$ cat src/rtl/seq_det_ctrl.sv
// rtl/seq_det_ctrl.sv - frame controller that serializes words into a 101 sequence detector and counts its matches
module seq_det_ctrl #(
    parameter int WIDTH   = 8,
    parameter int CNT_W   = 8,
    parameter int DET_LAT = 1
) (
    input  logic             clock,
    input  logic             reset,
    input  logic             in_valid,
    output logic             in_ready,
    input  logic [WIDTH-1:0] in_data,
    input  logic             in_last,
    output logic             det_reset,
    output logic             det_inp,
    input  logic             det_result,
    output logic [CNT_W-1:0] match_cnt,
    output logic             frame_done,
    output logic             err,
    output logic             busy
);

    localparam int BCW = (WIDTH > 1) ? $clog2(WIDTH) : 1;
    localparam int DLW = (DET_LAT > 1) ? $clog2(DET_LAT) : 1;
    localparam logic [BCW-1:0] LAST_BIT   = BCW'(WIDTH - 1);
    localparam logic [DLW-1:0] LAST_DRAIN = DLW'(DET_LAT - 1);

    localparam logic [1:0] S_IDLE  = 2'd0;
    localparam logic [1:0] S_SHIFT = 2'd1;
    localparam logic [1:0] S_DRAIN = 2'd2;
    localparam logic [1:0] S_DONE  = 2'd3;

    logic [1:0]         state_q, state_d;
    logic [WIDTH-1:0]   shreg_q, shreg_d;
    logic [BCW-1:0]     bitcnt_q, bitcnt_d;
    logic               last_q, last_d;
    logic [DLW-1:0]     drain_q, drain_d;
    logic [DET_LAT-1:0] bv_q, bv_d;
    logic [DET_LAT:0]   bv_ext;
    logic [CNT_W-1:0]   cnt_q, cnt_d;
    logic               err_q, err_d;
    logic               det_reset_q, det_reset_d;
    logic               det_inp_q, det_inp_d;
    logic               frame_done_q, frame_done_d;
    logic               final_bit;
    logic               xfer;

    always_comb begin
        final_bit = (state_q == S_SHIFT) && (bitcnt_q == LAST_BIT);
        in_ready  = (state_q == S_IDLE) || (final_bit && !last_q);
        xfer      = in_valid && in_ready;

        state_d  = state_q;
        shreg_d  = shreg_q;
        bitcnt_d = bitcnt_q;
        last_d   = last_q;
        drain_d  = drain_q;
        err_d    = err_q;
        cnt_d    = cnt_q;

        // bv_q[i] marks that the bit driven i+1 cycles ago was a real frame bit
        bv_ext = {bv_q, state_q == S_SHIFT};
        bv_d   = bv_ext[DET_LAT-1:0];

        if (bv_q[DET_LAT-1] && det_result && (cnt_q != {CNT_W{1'b1}})) begin
            cnt_d = cnt_q + 1'b1;
        end

        case (state_q)
            S_IDLE: begin
                if (xfer) begin
                    shreg_d  = in_data;
                    last_d   = in_last;
                    bitcnt_d = '0;
                    cnt_d    = '0;
                    err_d    = 1'b0;
                    state_d  = S_SHIFT;
                end
            end
            S_SHIFT: begin
                if (!final_bit) begin
                    shreg_d  = shreg_q << 1;
                    bitcnt_d = bitcnt_q + 1'b1;
                end else if (last_q) begin
                    drain_d = '0;
                    state_d = S_DRAIN;
                end else if (xfer) begin
                    shreg_d  = in_data;
                    last_d   = in_last;
                    bitcnt_d = '0;
                end else begin
                    // underrun: abandon results still travelling through the detector
                    err_d   = 1'b1;
                    bv_d    = '0;
                    cnt_d   = cnt_q;
                    state_d = S_DONE;
                end
            end
            S_DRAIN: begin
                if (drain_q == LAST_DRAIN) begin
                    state_d = S_DONE;
                end else begin
                    drain_d = drain_q + 1'b1;
                end
            end
            default: begin
                state_d = S_IDLE;
            end
        endcase

        det_reset_d  = !((state_d == S_SHIFT) || (state_d == S_DRAIN));
        det_inp_d    = (state_d == S_SHIFT) ? shreg_d[WIDTH-1] : 1'b0;
        frame_done_d = (state_d == S_DONE);
    end

    always_ff @(posedge clock or negedge reset) begin
        if (!reset) begin
            state_q      <= S_IDLE;
            shreg_q      <= '0;
            bitcnt_q     <= '0;
            last_q       <= 1'b0;
            drain_q      <= '0;
            bv_q         <= '0;
            cnt_q        <= '0;
            err_q        <= 1'b0;
            det_reset_q  <= 1'b1;
            det_inp_q    <= 1'b0;
            frame_done_q <= 1'b0;
        end else begin
            state_q      <= state_d;
            shreg_q      <= shreg_d;
            bitcnt_q     <= bitcnt_d;
            last_q       <= last_d;
            drain_q      <= drain_d;
            bv_q         <= bv_d;
            cnt_q        <= cnt_d;
            err_q        <= err_d;
            det_reset_q  <= det_reset_d;
            det_inp_q    <= det_inp_d;
            frame_done_q <= frame_done_d;
        end
    end

    assign det_reset  = det_reset_q;
    assign det_inp    = det_inp_q;
    assign match_cnt  = cnt_q;
    assign err        = err_q;
    assign frame_done = frame_done_q;
    assign busy       = (state_q != S_IDLE);

endmodule

$ cat config.mk
export PLATFORM = sky130hd
export DESIGN_NAME = seq_det_ctrl
export DESIGN_NICKNAME = d
export VERILOG_FILES = /design/src/rtl/seq_det_ctrl.sv
export SDC_FILE = /design/constraint.sdc
export NUM_CORES = 1
export LEC_CHECK = 0
export CAP_MARGIN = 20
export CORE_UTILIZATION = 54
export DETAILED_ROUTE_END_ITERATION = 10
export PLACE_DENSITY_LB_ADDON = 0.3
export SYNTH_ARGS = -nofsm -noshare
export SYNTH_HDL_FRONTEND = slang
export SYNTH_SLANG_ARGS = --single-unit
$ cat constraint.sdc
create_clock -name clock -period 4.15 [get_ports clock]
set_clock_uncertainty 0.05 [all_clocks]
set_input_delay 0.83 -clock clock [delete_from_list [all_inputs] [get_ports clock]]
set_output_delay 0.83 -clock clock [all_outputs]
set_load 0.02 [all_outputs]
==> results of run 1 <==
## cell type report
class                   count  area share, %
multi-input cells          96          38.60
clock buffers               4          1.580
repair buffers             28          16.55
inverters                   2         0.4515
well taps                  28          2.107
flip-flops and latches     27          40.71
## routing by layer
metal	global-route usage, %	routed length [um]
met2	35.68	1287
met4	8.108	38
met5	0	0
met1	36.28	1298
met3	4.386	136
## cells in the mapped netlist
cell type	n
sky130_fd_sc_hd__or3_1	3
sky130_fd_sc_hd__clkbuf_1	1
sky130_fd_sc_hd__and2_1	2
sky130_fd_sc_hd__o31ai_1	1
sky130_fd_sc_hd__o221ai_1	1
sky130_fd_sc_hd__a21oi_1	7
sky130_fd_sc_hd__nand4_1	1
sky130_fd_sc_hd__or2_2	2
sky130_fd_sc_hd__ha_1	5
sky130_fd_sc_hd__nand3_1	4
sky130_fd_sc_hd__o21ai_0	6
sky130_fd_sc_hd__nor2_1	10
sky130_fd_sc_hd__nor2b_1	1
sky130_fd_sc_hd__mux2i_1	2
sky130_fd_sc_hd__o2111ai_2	1
sky130_fd_sc_hd__xor2_1	1
sky130_fd_sc_hd__o211ai_1	1
sky130_fd_sc_hd__or4_1	1
sky130_fd_sc_hd__a31oi_1	1
sky130_fd_sc_hd__dfstp_2	1
sky130_fd_sc_hd__buf_2	2
sky130_fd_sc_hd__a21o_1	6
sky130_fd_sc_hd__a2111o_1	1
sky130_fd_sc_hd__o21ai_1	5
sky130_fd_sc_hd__a22o_1	6
sky130_fd_sc_hd__mux2_2	2
sky130_fd_sc_hd__buf_4	2
sky130_fd_sc_hd__inv_1	2
sky130_fd_sc_hd__o221ai_2	1
sky130_fd_sc_hd__and3_1	2
sky130_fd_sc_hd__o22a_1	1
sky130_fd_sc_hd__o22ai_1	1
sky130_fd_sc_hd__a22oi_1	1
sky130_fd_sc_hd__a21boi_1	1
sky130_fd_sc_hd__nand4bb_4	1
sky130_fd_sc_hd__nand2b_1	4
sky130_fd_sc_hd__dfrtp_1	26
sky130_fd_sc_hd__nand2_1	14
## power by group
group	switching, uW	total, uW	leakage [uW]	internal (uW)
Combinational	244	474	0.000410	229
Sequential	79.8	437	0.000346	358
Clock	77.0	115	0.0000150	37.7
## stage by stage
step | std cells | hold WS (ps) | total power (uW) | util [%]
after floorplan | 130 | 399.0 | 756.8 | -
after global placement | 181 | 413.7 | 892.4 | 71.24
after detailed placement | 181 | 420.1 | 920.0 | 71.24
after CTS | 185 | 451.5 | 1034 | 72.39
after global routing | 185 | 478.8 | 1111 | 72.39
final | 185 | 447.9 | 1026 | 72.39
## final timing paths
path / from / end / cells after the start
worst max register to register: bitcnt_q[0] / bitcnt_q[0] / 5
max in group asynchronous: reset / det_reset / 2
worst min-delay path: shreg_q[1] / shreg_q[1] / 1
worst min register to register: shreg_q[1] / shreg_q[1] / 1
min in group asynchronous: reset / match_cnt[4] / 2
worst max-delay path: bitcnt_q[0] / in_ready / 5
## logic make-up after synthesis
| group | Yosys count | synth area share (%) |
|---|---|---|
| xor+xnor | 1 | 0.6465 |
| simple gates | 45 | 17.64 |
| fa+ha+maj | 5 | 4.617 |
| buf+inv | 7 | 2.677 |
| compound gates | 41 | 21.33 |
| mux | 4 | 3.139 |
| flops | 27 | 49.95 |
## sequential cells by signal, indices dropped and copies added, names as in the netlist
| signal | count |
|---|---|
| det_reset | 1 |
| bv_q | 1 |
| bitcnt_q | 3 |
| shreg_q | 8 |
| match_cnt | 8 |
| last_q | 1 |
| frame_done | 1 |
| state_q | 2 |
| err | 1 |
| det_inp | 1 |
## critical path, cell delays in order (launching register included)
cell and delay [ps]:
sky130_fd_sc_hd__dfrtp_1 390, sky130_fd_sc_hd__ha_1 170, sky130_fd_sc_hd__ha_1 360, sky130_fd_sc_hd__nand2b_1 150, sky130_fd_sc_hd__a21oi_1 190, sky130_fd_sc_hd__clkdlybuf4s50_1 620
==> flow_results.xml, run 1 <==
<?xml version="1.0" encoding="UTF-8"?>
<metrics>
  <group name="drt">
    <metric name="drt_pass1_iterations" unit="">4</metric>
    <metric name="drt_wl_total" unit="mm">2.760</metric>
    <metric name="wl_per_cell" unit="um">14.92</metric>
    <metric name="routed_via_density" unit="">5.881</metric>
    <metric name="route.vias.total" unit="">1088</metric>
    <metric name="drc" unit="">0</metric>
    <metric name="initialDrtViolationCount" unit="">30</metric>
    <metric name="ant_nets" unit="">0</metric>
  </group>
  <group name="logic_synthesis">
    <metric name="synth_top_area_cell" unit="">sky130_fd_sc_hd__dfrtp_1</metric>
    <metric name="synth_seq_cells" unit="">27</metric>
    <metric name="synthesis.nets" unit="">148</metric>
    <metric name="seq_area_frac_synth" unit="%">49.95</metric>
    <metric name="yosysTopAreaCellShare" unit="%">48.01</metric>
    <metric name="ys_top_cells_by_area" unit="">sky130_fd_sc_hd__dfrtp_1 48%, sky130_fd_sc_hd__ha_1 4.6%, sky130_fd_sc_hd__nand2_1 3.9%, sky130_fd_sc_hd__a22o_1 3.9%, sky130_fd_sc_hd__a21o_1 3.3%</metric>
    <metric name="yosys_warnings" unit="">0</metric>
    <metric name="synth_area_per_cell" unit="sq um">10.42</metric>
    <metric name="syn_inst" unit="">130</metric>
    <metric name="synthesis.area" unit="sq um">1355</metric>
    <metric name="synth.lib_cells_used.distinct" unit="">38</metric>
  </group>
  <group name="final_layout">
    <metric name="num_antenna_cells" unit="">0</metric>
    <metric name="layout_common_cells" unit="">26 x sky130_fd_sc_hd__dfrtp_1, 26 x sky130_fd_sc_hd__clkdlybuf4s50_1, 14 x sky130_fd_sc_hd__nand2_1, 10 x sky130_fd_sc_hd__nor2_1, 7 x sky130_fd_sc_hd__a21oi_1</metric>
    <metric name="area.sequential" unit="sq um">676.9</metric>
    <metric name="layout-area-overhead-vs-synth" unit="%">22.71</metric>
    <metric name="final_area" unit="sq um">1663</metric>
    <metric name="multi_input_area" unit="sq um">641.9</metric>
    <metric name="nFillCells" unit="">169</metric>
    <metric name="finish.net_count" unit="">176</metric>
    <metric name="proportion_of_layout_cells_with_a_drive_suffix_above_1" unit="%">8.280</metric>
  </group>
  <group name="clock_network">
    <metric name="ctsLongestPathBuffers" unit="">2</metric>
    <metric name="worst_skew_pair.late_latency" unit="ps">330</metric>
    <metric name="cts_post_setup_buffers_inserted" unit="">0</metric>
    <metric name="numCtsBuffers" unit="">3</metric>
    <metric name="htreeDepth" unit="">1</metric>
    <metric name="cts.hold.buffers_added" unit="">0</metric>
    <metric name="number_of_sinks_on_the_clock_net" unit="">27</metric>
    <metric name="cts_resized" unit="">0</metric>
    <metric name="cts_tree" unit="">yes</metric>
    <metric name="clk_pin_slew" unit="ps">140</metric>
    <metric name="cts_root_buf" unit="">sky130_fd_sc_hd__clkbuf_4</metric>
  </group>
  <group name="place">
    <metric name="placed_area" unit="sq um">1637</metric>
    <metric name="dp_worst_setup_slack" unit="ps">1455</metric>
    <metric name="place.gp.congestion" unit="">0.7795</metric>
    <metric name="hpwl" unit="mm">2.098</metric>
    <metric name="buffer_ports.inserted" unit="">26</metric>
  </group>
  <group name="critical_path">
    <metric name="crit_path_start_kind" unit="">register</metric>
    <metric name="cp-end-kind" unit="">output port</metric>
    <metric name="timing.reg2reg.setup_slack" unit="ps">1960</metric>
    <metric name="critical_path_peak_fanout" unit="">9</metric>
    <metric name="worstPathArrival" unit="ps">2210</metric>
    <metric name="cp_data_required_time" unit="ps">3270</metric>
    <metric name="criticalPathCategory" unit="">register to output port</metric>
  </group>
  <group name="min_path">
    <metric name="hold_path.class" unit="">register to register</metric>
  </group>
  <group name="floorplan">
    <metric name="initial_utilization" unit="%">58.99</metric>
    <metric name="design.die.area" unit="sq um">2714</metric>
    <metric name="coreArea" unit="sq um">2297</metric>
    <metric name="dieWidth" unit="um">52.10</metric>
    <metric name="pin_count" unit="">27</metric>
    <metric name="die_h" unit="um">52.10</metric>
    <metric name="placementRows" unit="">17</metric>
  </group>
  <group name="timing">
    <metric name="layout_setup_ws" unit="ps">1064</metric>
    <metric name="maxSlewHeadroom" unit="%">58.24</metric>
    <metric name="fin_crit_sh" unit="%">74.35</metric>
    <metric name="finalHoldViolCount" unit="">0</metric>
    <metric name="rsz0062_at_grt" unit="">no</metric>
    <metric name="final.setup.tns" unit="ps">0</metric>
    <metric name="drv_slew" unit="">0</metric>
    <metric name="min_period" unit="ps">3086</metric>
    <metric name="max_freq" unit="MHz">324.1</metric>
    <metric name="worstMarginPinSlew" unit="ps">624.1</metric>
    <metric name="setup_viols_final" unit="">0</metric>
  </group>
  <group name="power">
    <metric name="powerDensity" unit="nW/um^2">616.9</metric>
    <metric name="max_rail_drop_vdd" unit="V">0.0004428</metric>
    <metric name="power.static_leakage" unit="uW">0.0007710</metric>
  </group>
  <group name="global_route">
    <metric name="number_of_antenna_violations_at_the_first_check_in_global_routing" unit="">0</metric>
    <metric name="grt_max_degree" unit="">28</metric>
    <metric name="grt_remaining_overflow" unit="">0</metric>
    <metric name="groute.usage.overall" unit="%">24.47</metric>
    <metric name="global_route_wire_length_before_repair" unit="mm">4.830</metric>
    <metric name="via_count_of_the_first_global_routing_pass" unit="">1013</metric>
  </group>
  <group name="run_status">
    <metric name="result_of_the_run" unit="">finished, final reports clean</metric>
  </group>
  <group name="job">
    <metric name="max_cap_viol_count" unit="">0</metric>
  </group>
</metrics>
Note: power is estimated with default switching activity, not from simulation.
==> run 2, diff against run 1 <==
CORE_UTILIZATION = 50   (was 54)
clock period = 2.9 ns   (was 4.15 ns; I/O delays follow)
==> run 2 against run 1 <==
  * Routed wire length fell by 0.72%
  * Critical path depth unchanged
  * Register-to-register slack got worse by 980 ps
  * Non-clock buffer count is 2 higher
  * Die area grew 7.7%
  * Utilization is 5.6 points lower
  * Power grew 44%
  * First-iteration DRC count decreased by 43%
  * Final area rose by 1.3%
  * Flip-flop and latch count unchanged
  * Clock power increased by 38%
  * Sequential share of layout area shrank 0.51 points
  * Critical endpoint unchanged
  * Largest power group unchanged
==> flow_results.xml, run 2 (synthesized netlist as in run 1, its figures left out) <==
<?xml version="1.0" encoding="UTF-8"?>
<metrics>
  <group name="run_status">
    <metric name="result_of_the_run" unit="">finished, final reports clean</metric>
  </group>
  <group name="power">
    <metric name="power.internal" unit="uW">904.8</metric>
    <metric name="max_rail_drop_vdd" unit="V">0.0008047</metric>
    <metric name="clock_power_share" unit="%">10.8</metric>
    <metric name="powerDensity" unit="nW/um^2">877.1</metric>
    <metric name="sw_frac_of_total" unit="%">38.74</metric>
    <metric name="pwr-share-comb" unit="%">46.8</metric>
    <metric name="power.static_leakage" unit="uW">0.0007809</metric>
    <metric name="pwr-share-seq" unit="%">42.5</metric>
    <metric name="design_power_total" unit="uW">1477</metric>
    <metric name="netSwitchingPower" unit="uW">572.2</metric>
  </group>
  <group name="critical_path">
    <metric name="critPathMaxStageDelay" unit="ps">610</metric>
    <metric name="crit_path_start_kind" unit="">register</metric>
    <metric name="critPathSlowestCell" unit="">sky130_fd_sc_hd__clkdlybuf4s50_1</metric>
    <metric name="cp_cell_sequence" unit="">ha_1 &gt; ha_2 &gt; nand2b_1 &gt; a21oi_1 &gt; clkdlybuf4s50_1</metric>
    <metric name="reg2reg_depth" unit="">7</metric>
    <metric name="cp_data_required_time" unit="ps">2270</metric>
    <metric name="criticalPathCategory" unit="">register to output port</metric>
    <metric name="worstPathArrival" unit="ps">2030</metric>
    <metric name="cp-end-kind" unit="">output port</metric>
    <metric name="critical_path_peak_fanout" unit="">9</metric>
  </group>
  <group name="place">
    <metric name="hpwl" unit="mm">2.042</metric>
    <metric name="buffer_ports.inserted" unit="">26</metric>
    <metric name="dp_worst_setup_slack" unit="ps">503.3</metric>
    <metric name="place.gp.congestion" unit="">0.7491</metric>
  </group>
  <group name="floorplan">
    <metric name="die_h" unit="um">54.06</metric>
    <metric name="design.die.area" unit="sq um">2922</metric>
    <metric name="pin_count" unit="">27</metric>
    <metric name="placementRows" unit="">18</metric>
    <metric name="dieWidth" unit="um">54.06</metric>
    <metric name="initial_utilization" unit="%">53.72</metric>
    <metric name="coreArea" unit="sq um">2522</metric>
  </group>
  <group name="min_path">
    <metric name="min_delay_path_depth" unit="">1</metric>
    <metric name="hold_path.class" unit="">register to register</metric>
  </group>
  <group name="timing">
    <metric name="fin_crit_sh" unit="%">91.73</metric>
    <metric name="final.setup.tns" unit="ps">0</metric>
    <metric name="min_period" unit="ps">2660</metric>
    <metric name="setup_viols_final" unit="">0</metric>
    <metric name="rsz0062_at_grt" unit="">no</metric>
    <metric name="worstMarginPinSlew" unit="ps">544.2</metric>
    <metric name="layout_setup_ws" unit="ps">239.8</metric>
    <metric name="finalHoldViolCount" unit="">0</metric>
    <metric name="drv_slew" unit="">0</metric>
    <metric name="max_freq" unit="MHz">375.9</metric>
    <metric name="maxSlewHeadroom" unit="%">63.59</metric>
  </group>
  <group name="final_layout">
    <metric name="nFillCells" unit="">218</metric>
    <metric name="layout-area-overhead-vs-synth" unit="%">24.28</metric>
    <metric name="num_antenna_cells" unit="">0</metric>
    <metric name="proportion_of_layout_cells_with_a_drive_suffix_above_1" unit="%">10.69</metric>
    <metric name="multi_input_area" unit="sq um">644.4</metric>
    <metric name="finish.net_count" unit="">178</metric>
    <metric name="layout_common_cells" unit="">26 x sky130_fd_sc_hd__dfrtp_1, 26 x sky130_fd_sc_hd__clkdlybuf4s50_1, 14 x sky130_fd_sc_hd__nand2_1, 10 x sky130_fd_sc_hd__nor2_1, 7 x sky130_fd_sc_hd__a21oi_1</metric>
    <metric name="area.sequential" unit="sq um">676.9</metric>
  </group>
  <group name="drt">
    <metric name="drt_wl_total" unit="mm">2.740</metric>
    <metric name="drc" unit="">0</metric>
    <metric name="ant_nets" unit="">0</metric>
    <metric name="drt_pass1_iterations" unit="">4</metric>
    <metric name="routed_via_density" unit="">5.772</metric>
    <metric name="route.vias.total" unit="">1091</metric>
    <metric name="wl_per_cell" unit="um">14.50</metric>
    <metric name="initialDrtViolationCount" unit="">17</metric>
  </group>
  <group name="global_route">
    <metric name="via_count_of_the_first_global_routing_pass" unit="">991</metric>
    <metric name="global_route_wire_length_before_repair" unit="mm">4.409</metric>
    <metric name="number_of_antenna_violations_at_the_first_check_in_global_routing" unit="">0</metric>
    <metric name="groute.usage.overall" unit="%">21.34</metric>
    <metric name="grt_remaining_overflow" unit="">0</metric>
    <metric name="grt_max_degree" unit="">17</metric>
  </group>
  <group name="clock_network">
    <metric name="cts_post_setup_buffers_inserted" unit="">0</metric>
    <metric name="cts_root_buf" unit="">sky130_fd_sc_hd__clkbuf_4</metric>
    <metric name="ctsLongestPathBuffers" unit="">2</metric>
    <metric name="worst_skew_pair.late_latency" unit="ps">320</metric>
    <metric name="cts_tree" unit="">yes</metric>
    <metric name="clk_pin_slew" unit="ps">140</metric>
    <metric name="number_of_sinks_on_the_clock_net" unit="">27</metric>
    <metric name="numCtsBuffers" unit="">3</metric>
    <metric name="htreeDepth" unit="">1</metric>
  </group>
  <group name="job">
    <metric name="max_cap_viol_count" unit="">0</metric>
  </group>
</metrics>
-- run 2: worst paths after layout --
| kind | start | slack [ps] | to |
|---|---|---|---|
| worst max-delay path | bitcnt_q[0] | 240 | in_ready |
| worst min-delay path | shreg_q[2] | 450 | shreg_q[2] |
| worst max register to register | bitcnt_q[0] | 980 | bitcnt_q[0] |
| worst min register to register | shreg_q[2] | 450 | shreg_q[2] |
| max in group asynchronous | reset | 1660 | shreg_q[4] |
| min in group asynchronous | reset | 530 | match_cnt[7] |
-- run 2: through the flow --
| stage | utilization, % | hold slack (ps) | instance area (sq um) | std cells |
|---|---|---|---|---|
| floorplan | - | 234.4 | 1355 | 130 |
| global placement | 65.58 | 412.8 | 1654 | 185 |
| detailed placement | 65.58 | 421.4 | 1654 | 185 |
| CTS | 66.67 | 454.8 | 1682 | 189 |
| finish | 66.77 | 452.2 | 1684 | 189 |
| global route | 66.77 | 474.0 | 1684 | 189 |
-- run 2: repair_timing --
action | in CTS | in global routing
endpoints found under the setup margin | 0 | 1
hold buffers | 0 | 0
gates resized for setup | 0 | 1
-- run 2: worst max-delay path, delay by kind of cell (launching register included) --
| family | cells | cell delay [ps] |
|---|---|---|
| simple gates | 1 | 120 |
| flops | 1 | 380 |
| compound gates | 1 | 150 |
| buf+inv | 1 | 610 |
| fa+ha+maj | 2 | 440 |
-- run 2: cell type report --
class                      instances  share of cell area, %
sequential                        27                  40.19
multi-input combinational         96                  38.26
timing repair buffer              30                  17.24
tap                               30                  2.229
clock buffer                       3                  1.337
inverter                           2                 0.4458
clock inverter                     1                 0.2972
-- run 2: power groups by stage --
| stage | Sequential, uW | Clock [uW] | Combinational (uW) |
|---|---|---|---|
| 5_1_grt | 646 | 181 | 772 |
| 3_3_place_gp | 624 | 0 | 667 |
| 2_1_floorplan | 645 | 0 | 438 |
| 3_5_place_dp | 634 | 0 | 693 |
| 4_1_cts | 628 | 166 | 695 |
| 6_report | 628 | 159 | 691 |
-- run 2: routing by layer --
metal,vias to the layer above,track usage (%),part of all wire [%]
met1,531,29.11,48
met5,-,0,0
met2,24,34.57,47
met4,0,2.564,0.40
met3,2,6.215,4.4
li1,534,-,-
